$ cat src/rtl/ddr_byte_bridge_pkg.sv
// Shared types and byte-lane helpers for the byte-wide DDR side-channel bridge.
package ddr_byte_bridge_pkg;

  typedef enum logic [1:0] {
    IDLE    = 2'd0,
    RD_WAIT = 2'd1,
    WR_WAIT = 2'd2,
    DRAIN   = 2'd3
  } state_t;

  localparam int WORD_BYTES = 8;
  localparam int WADDR_W    = 25;

  function automatic logic [7:0] lane_sel(input logic [63:0] word, input logic [2:0] lane);
    return word[{lane, 3'b000} +: 8];
  endfunction

  function automatic logic [7:0] lane_be(input logic [2:0] lane);
    return 8'h01 << lane;
  endfunction

  function automatic logic [63:0] lane_merge(input logic [63:0] word, input logic [7:0] data,
                                             input logic [2:0] lane);
    logic [63:0] merged;
    merged = word;
    merged[{lane, 3'b000} +: 8] = data;
    return merged;
  endfunction

endpackage

$ cat src/rtl/ddr_toggle_req.sv
// Toggle-handshake requester: N request toggles sharing one completion toggle.
// Request levels and the pending flag are kept outside reset.
module ddr_toggle_req #(
  parameter int N_REQ = 2
) (
  input  logic             clk,
  input  logic             rst_n,
  input  logic [N_REQ-1:0] issue,
  input  logic             ack,
  output logic [N_REQ-1:0] req,
  output logic             ack_seen,
  output logic             pend
);

  logic [N_REQ-1:0] req_r = {N_REQ{1'b0}};
  logic             pend_r = 1'b0;
  logic             ack_prev_r;

  assign ack_seen = ack ^ ack_prev_r;
  assign req      = req_r;
  assign pend     = pend_r;

  // Toggle issue and outstanding tracking; ack_prev follows ack every cycle
  always_ff @(posedge clk) begin
    ack_prev_r <= ack;
    if (rst_n && (|issue)) begin
      req_r  <= req_r ^ issue;
      pend_r <= 1'b1;
    end else if (ack_seen) begin
      pend_r <= 1'b0;
    end else begin
      pend_r <= pend_r;
    end
  end

endmodule

$ cat src/rtl/ddr_byte_bridge.sv
// Byte-wide CPU port onto the 64-bit toggle-handshake DDR side channel.
// Optional one-entry line cache: define DDR_BYTE_BRIDGE_LINE_CACHE_EN.
module ddr_byte_bridge
  import ddr_byte_bridge_pkg::*;
#(
  parameter int ADDR_W = 28
) (
  input  logic              CLK_VIDEO,
  input  logic              RESET_N,
  input  logic [ADDR_W-1:0] cpu_addr,
  input  logic              cpu_rd,
  input  logic              cpu_wr,
  input  logic [7:0]        cpu_din,
  output logic [7:0]        cpu_dout,
  output logic              cpu_busy,
  output logic [24:0]       s_addr,
  output logic              s_rd,
  output logic              s_wr,
  output logic [63:0]       s_din,
  output logic [7:0]        s_be,
  input  logic [63:0]       s_dout,
  input  logic              s_ack
);

  state_t       state_r, state_s;
  logic [7:0]   cpu_dout_r;
  logic         busy_r;
  logic [24:0]  s_addr_r;
  logic [63:0]  s_din_r;
  logic [7:0]   s_be_r;
  logic [2:0]   lane_r;

  logic [24:0]  word_addr_s;
  logic [2:0]   lane_s;
  logic         accept_s, wr_go_s, rd_req_s, rd_go_s, hit_s;
  logic [7:0]   hit_byte_s;
  logic [1:0]   req_s;
  logic         ack_seen_s, pend_s;

  assign word_addr_s = WADDR_W'(cpu_addr[ADDR_W-1:3]);
  assign lane_s      = cpu_addr[2:0];
  assign accept_s    = (state_r == IDLE) && !busy_r;
  // Write wins when both strobes arrive together
  assign wr_go_s     = accept_s && cpu_wr;
  assign rd_req_s    = accept_s && cpu_rd && !cpu_wr;
  assign rd_go_s     = rd_req_s && !hit_s;

  ddr_toggle_req #(.N_REQ(2)) u_req (
    .clk      (CLK_VIDEO),
    .rst_n    (RESET_N),
    .issue    ({wr_go_s, rd_go_s}),
    .ack      (s_ack),
    .req      (req_s),
    .ack_seen (ack_seen_s),
    .pend     (pend_s)
  );

`ifdef DDR_BYTE_BRIDGE_LINE_CACHE_EN
  logic [24:0] line_addr_r;
  logic [63:0] line_data_r;
  logic        line_vld_r;

  assign hit_s      = rd_req_s && line_vld_r && (line_addr_r == word_addr_s);
  assign hit_byte_s = lane_sel(line_data_r, lane_s);

  // Line fill on read completion, write-through merge at write issue
  always_ff @(posedge CLK_VIDEO) begin
    if (!RESET_N) begin
      line_vld_r  <= 1'b0;
      line_addr_r <= 25'd0;
      line_data_r <= 64'd0;
    end else if ((state_r == RD_WAIT) && ack_seen_s) begin
      line_vld_r  <= 1'b1;
      line_addr_r <= s_addr_r;
      line_data_r <= s_dout;
    end else if (wr_go_s && line_vld_r && (line_addr_r == word_addr_s)) begin
      line_data_r <= lane_merge(line_data_r, cpu_din, lane_s);
    end else begin
      line_data_r <= line_data_r;
    end
  end
`else
  assign hit_s      = 1'b0;
  assign hit_byte_s = 8'h00;
`endif

  // Next-state decode
  always_comb begin
    state_s = state_r;
    case (state_r)
      IDLE: begin
        if (wr_go_s)      state_s = WR_WAIT;
        else if (rd_go_s) state_s = RD_WAIT;
        else              state_s = IDLE;
      end
      RD_WAIT, WR_WAIT, DRAIN: begin
        if (ack_seen_s) state_s = IDLE;
        else            state_s = state_r;
      end
      default: state_s = IDLE;
    endcase
  end

  // State, request fields and CPU-side outputs
  always_ff @(posedge CLK_VIDEO) begin
    if (!RESET_N) begin
      // An ack landing on the last reset cycle retires the request already
      state_r    <= (pend_s && !ack_seen_s) ? DRAIN : IDLE;
      cpu_dout_r <= 8'h00;
      busy_r     <= 1'b0;
      s_addr_r   <= 25'd0;
      s_din_r    <= 64'd0;
      s_be_r     <= 8'h00;
      lane_r     <= 3'd0;
    end else begin
      state_r <= state_s;
      case (state_r)
        IDLE: begin
          if (wr_go_s) begin
            s_addr_r <= word_addr_s;
            s_din_r  <= {WORD_BYTES{cpu_din}};
            s_be_r   <= lane_be(lane_s);
            busy_r   <= 1'b1;
          end else if (rd_go_s) begin
            s_addr_r <= word_addr_s;
            lane_r   <= lane_s;
            busy_r   <= 1'b1;
          end else if (hit_s) begin
            cpu_dout_r <= hit_byte_s;
            busy_r     <= 1'b0;
          end else begin
            busy_r <= 1'b0;
          end
        end
        RD_WAIT: begin
          if (ack_seen_s) begin
            cpu_dout_r <= lane_sel(s_dout, lane_r);
            busy_r     <= 1'b0;
          end else begin
            busy_r <= 1'b1;
          end
        end
        WR_WAIT, DRAIN: begin
          busy_r <= !ack_seen_s;
        end
        default: busy_r <= 1'b0;
      endcase
    end
  end

  assign cpu_dout = cpu_dout_r;
  assign cpu_busy = busy_r;
  assign s_addr   = s_addr_r;
  assign s_din    = s_din_r;
  assign s_be     = s_be_r;
  assign s_rd     = req_s[0];
  assign s_wr     = req_s[1];

endmodule
$ cat config.mk
export PLATFORM = sky130hd
export DESIGN_NAME = ddr_byte_bridge
export DESIGN_NICKNAME = d
export VERILOG_FILES = /design/src/rtl/ddr_byte_bridge_pkg.sv /design/src/rtl/ddr_toggle_req.sv /design/src/rtl/ddr_byte_bridge.sv
export SDC_FILE = /design/constraint.sdc
export NUM_CORES = 1
export LEC_CHECK = 0
export ABC_AREA = 1
export CAP_MARGIN = 10
export CELL_PAD_IN_SITES_DETAIL_PLACEMENT = 0
export CELL_PAD_IN_SITES_GLOBAL_PLACEMENT = 2
export CORE_ASPECT_RATIO = 1.1
export CORE_UTILIZATION = 18
export CTS_CLUSTER_SIZE = 40
export DETAILED_ROUTE_END_ITERATION = 7
export GPL_TIMING_DRIVEN = 0
export PLACE_DENSITY = 0.81
export REMOVE_ABC_BUFFERS = 1
export SYNTH_ARGS = -nofsm -noshare
export SYNTH_HDL_FRONTEND = slang
export SYNTH_SLANG_ARGS = --single-unit
$ cat constraint.sdc
create_clock -name CLK_VIDEO -period 1.7 [get_ports CLK_VIDEO]
set_input_delay 0.34 -clock CLK_VIDEO [delete_from_list [all_inputs] [get_ports CLK_VIDEO]]
set_output_delay 0.34 -clock CLK_VIDEO [all_outputs]
set_load 0.05 [all_outputs]
# == Yosys cells after proc, flatten, opt, wreduce, memory -nomap -nowiden ==
# Index checks and enable logic that the tools add are counted.
# word_totals
register_bits,115
in_bits,105
out_inout_bits,108
word_cells,49
# classes
n_eq_ne,4
shifts,2
muxes,12
n_bitwise,3
n_reduce_logical,18
# op_table
op,count
$shiftx 64x7->8,1
$mux 25,2
$mux 2,4
$shl 1x3->8 const A,1
$logic_and 1x1->1,6
$reduce_and 2->1,3
$eq 2x2->1 const B,2
$mux 1,4
$pmux 2 s2,1
$reduce_or 2->1,2
$logic_not 1->1,3
$ne 3x3->1 const B,1
$pmux 1 s3,1
$reduce_and 3->1,1
$reduce_or 3->1,1
$eq 2x1->1 const B,1
$logic_not 2->1,1
$reduce_bool 2->1,1
$xor 2x2->2,1
$not 1->1,1
$xor 1x1->1,1

# == Longest topological paths before layout ==
# depth
depth_word,8
depth_mapped,9
ltp_nobuf,7

# == Cells and area by module ==
# A second synthesis with hierarchy kept.
# hier_totals
cells_unflattened,496
hier_area_um2,3334.4
# modules_own_cells
mod,instances,cells_per_inst,area_per_inst_um2,seq_area_each_um2
ddr_byte_bridge,1,481,3180.6,1121.1
ddr_toggle_req,1,15,153.9,100.1

# == Worst setup path after synthesis ==
# Ideal clock, no wire load.
# synth_path
path_type,register to register
from,register busy_r (netlist: cpu_busy)
to,"register u_req.req_r[0] (netlist: u_req.req[0]), enable pin"
setup_time_ns,0.242
arrival_ns,1.454
required_ns,1.458
path_slack_ns,0.004
path_stages_with_launch,9
path_buffers,1
synth_period_minus_slack_ns,1.696
path_cell_list,dfxtp_1 > inv_1 > nand2_4 > nor2_8 > nor2_8 > clkinv_4 > buf_6 > nand2_2 > inv_1
# synth_via
elab_chain_cells,6
elab_cells_between_ends,7
cone_classes,7 x reduce/logical
# synth_rtl
element,line_no,source
from (decl),ddr_byte_bridge.sv:27,logic busy_r;
from (signal assigned),ddr_byte_bridge.sv:144,busy_r <= !ack_seen_s;
$logic_not 1->1 *,ddr_byte_bridge.sv:42,assign accept_s = (state_r == IDLE) && !busy_r;
$logic_and 1x1->1 *,ddr_byte_bridge.sv:42,
$logic_and 1x1->1 (2 in series),ddr_byte_bridge.sv:45,assign rd_req_s = accept_s && cpu_rd && !cpu_wr;
$reduce_or 2->1 *,ddr_toggle_req.sv:26,if (rst_n && (|issue)) begin
$logic_and 1x1->1 *,ddr_toggle_req.sv:26,
to (signal assigned),ddr_toggle_req.sv:27,req_r <= req_r ^ issue;
to (decl),ddr_toggle_req.sv:15,logic [N_REQ-1:0] req_r = {N_REQ{1'b0}};
# Mark *: on every way between the ends. The rest lies on a longest branch, timed or not.
# A chain may end at the register's enable or synchronous reset.

==> results.toml <==
[timing]
max-slew-margin-rel_pct = 63.2
rsz0062_at_grt = "true"
setup_viol_count_final = 0
fin_crit_sh_pct = 96.7
fin_skew_ns = 0.00469
hold_viol_final = 0
worstMarginPinSlew_ns = 0.554
period_needed_ns = 1.64
postLayoutSetupSlackWorst_ns = 0.0555
drv_slew = 0
fin_setup_tns_ns = 0
fmax_ghz = 0.608

[grt]
grt_util_met1_pct = 14.7
grt-ovfl-total = 0
grt_pass1_wl_microns = 18100
grt_max_degree = 48
antenna_found_initial = 0
grt_pass1_vias = 3375
grt_util_all_layers_pct = 12.1
busiest_layer = "met2"
grtUsageMet3_pct = 4.32
grt_util_met2_pct = 19.8

[pwr]
power.total_w = 0.00951
p_comb_share_pct = 57.6
powerDensity_nw_per_um2 = 1680
vdd_drop_max_mv = 0.808
p_switching_w = 0.00495
p_int_w = 0.00455
power_switching_share_pct = 52.1
pwr-share-seq_pct = 22.6
clkPwrFrac_pct = 19.8
leakagePower_nw = 2.61

[finish]
drive_above_1_share_pct = 14.5
regArea_sq_um = 1220
layout.nets = 754
areaGrowthSynthToFinish_pct = 67.5
nFillCells = 2048
fin_cells = 896
design_area_sq_um = 5650
multiInputGateArea_sq_um = 1360
antenna_cells = 0

[floorplanning]
initial_core_util_pct = 18.4
fp.dieArea_sq_um = 19300
rows = 52
die_width_microns = 133
coreArea_sq_um = 18300
die_h_microns = 146
io-pin-count = 213

[synth]
synth_seq_area_share_pct = 36.2
ys.flop_type = "dfxtp_1"
synthTopCellsByArea = "dfxtp_1 (33%), buf_4 (12%), nand2_1 (11%), nand3_1 (9.6%), nor2_1 (7.5%)"
synth_top_area_share_pct = 32.7
synthTopCellsByCount = "nand2_1 (95), nor2_1 (67), nand3_1 (65)"
yosys_warnings = 0
avgSynthCellArea_sq_um = 6.80
synth-edff-count = 4
synthCells = 496
ys_types = 23
async_reset_ff_share_pct = 0
synth.most_common_cell = "nand2_1"
synth_top_area_cell = "dfxtp_1"
ys_seq_elements = 59
syn_area_sq_um = 3370

[worst_setup_path]
cp.required_ns = 1.36
path_buf_inv = 1
start_kind = "flop"
timing.critical_path.to_type = "primary output"
crit_chain = "dlygate4sd2_1"
rr_worst_depth = 7
crit_fanout = 9
worst_path_max_delay_cell = "dlygate4sd2_1"
path_class = "flop to primary output"
path_depth = 1
cp.arrival_ns = 1.30
cpLargestDelayFamily = "buffers and inverters"
cpPeakStageDelay_ns = 0.56

[routing]
first_pass_iters = 4
wl_per_cell_microns = 13.2
drc = 0
vias = 3471
via_per_inst = 3.87
first_iter_violations = 132
wirelength_microns = 11800
antenna_left = 0

[place]
dp_cells = 873
dp_slack_ns = -0.625
globalplace.congestion = 0.697
dp_hpwl_microns = 7830
post_dp_cell_area_sq_um = 5260
port_buffers = 212

[hold_path]
min_path_cells = 2
holdCritPathClass = "flop to flop"

[clock_network]
htree_levels = 3
holdBufCountCts = 0
clk_pin_slew_ns = 0.06
cts_buffers = 9
clockBufferDepth = 2
clock_sinks = 59
insertion_delay_ns = 0.33
root_buffer = "clkbuf_16"
cts_tree = "built"

[status]
status = "complete, no violations"

[flow_run]
max_cap_viol_count = 0
==> cell usage in the layout (no fill, tap or decap) <==
cell             synthesis  layout
a21oi_1                 11      11
buf_16                   0       1
buf_4                   56       6
buf_6                    6       1
bufinv_16                0       1
clkbuf_1                 6       1
clkbuf_16                0      10
clkbuf_2                 0       2
clkdlybuf4s15_2          0      54
clkdlybuf4s50_1          0     103
clkinv_2                 0       3
clkinv_4                 1       1
clkinv_8                 0       1
clkinvlp_4               0       2
dfxtp_1                 55      53
dfxtp_2                  0       2
dlygate4sd2_1            0      52
edfxtp_1                 4       4
inv_1                   60      59
inv_4                    0       2
nand2_1                 95      95
nand2_2                  1       1
nand2_4                  2       2
nand3_1                 65      65
nor2_1                  67      67
nor2_2                   2       1
nor2_4                   0       2
nor2_8                   3       3
o21ai_0                 36      36
o21ai_1                  9       9
xnor2_1                  1       1
xor2_1                   2       2
==> per-layer routing <==
metal,vias up,wire (microns)
li1,1793,-
met1,1501,5170
met2,168,5290
met3,9,1180
met4,0,146
met5,-,0
==> what timing repair did <==
action / in CTS / in global routing
pin swaps: 2 / 1
setup endpoints to repair: 144 / 20
setup buffers: 4 / 2
gates resized for setup: 227 / 6
cloned: 2 / 0
==> metrics by stage <==
stage	hold WS, ns	util, %
5_1_grt	0.480	30.8
6_report	0.462	30.8
3_5_place_dp	0.452	28.6
2_1_floorplan	0.368	-
4_1_cts	0.463	30.7
3_3_place_gp	0.444	28.5
==> state kept, by name, summed over array words and instances, names as in the netlist, 2 cells and up <==
signal,flops
s_din,8
s_be,8
u_req.req,2
lane_r,3
cpu_dout,8
state_r,2
s_addr,25
==> final cells by class <==
cell class | instances | area share [%]
clock inverters | 4 | 0.864
repair buffers | 219 | 38.8
flip-flops and latches | 59 | 21.7
well taps | 243 | 5.38
clock buffers | 11 | 4.50
inverters | 64 | 4.65
repair inverters | 1 | 0.133
multi-input cells | 295 | 24.0
==> power groups by stage <==
stage	clock network (W)	registers (W)	logic, W
floorplan	0	0.00472	0.00109
global placement	0	0.00221	0.00571
detailed placement	0	0.00219	0.00573
CTS	0.00196	0.00216	0.00553
global route	0.00203	0.00223	0.00580
finish	0.00188	0.00215	0.00548
==> final timing paths <==
kind / start / endpoint / slack [ns]
hold / removal: u_req.pend$_SDFFE_PP1P_ / u_req.pend$_SDFFE_PP1P_ / 0.46
hold reg to reg: u_req.pend$_SDFFE_PP1P_ / u_req.pend$_SDFFE_PP1P_ / 0.46
setup / recovery: s_din[56]$_SDFFE_PN0P_ / s_din[16] / 0.06
setup reg to reg: state_r[1]$_DFFE_PP_ / u_req.req[0]$_DFFE_PP_ / 0.14
==> logic make-up (layout without fill, tap and decap cells) <==
kind of cell | Yosys count | after routing | share of synthesized area [%]
xor gates and xnor gates | 3 | 3 | 0.779
AOI/OAI and AO/OA | 56 | 56 | 8.31
buffers and inverters | 143 | 299 | 24.0
and+or+nand+nor | 235 | 236 | 30.7
DFF | 59 | 59 | 36.2
Power figures use the tool's default switching activity.
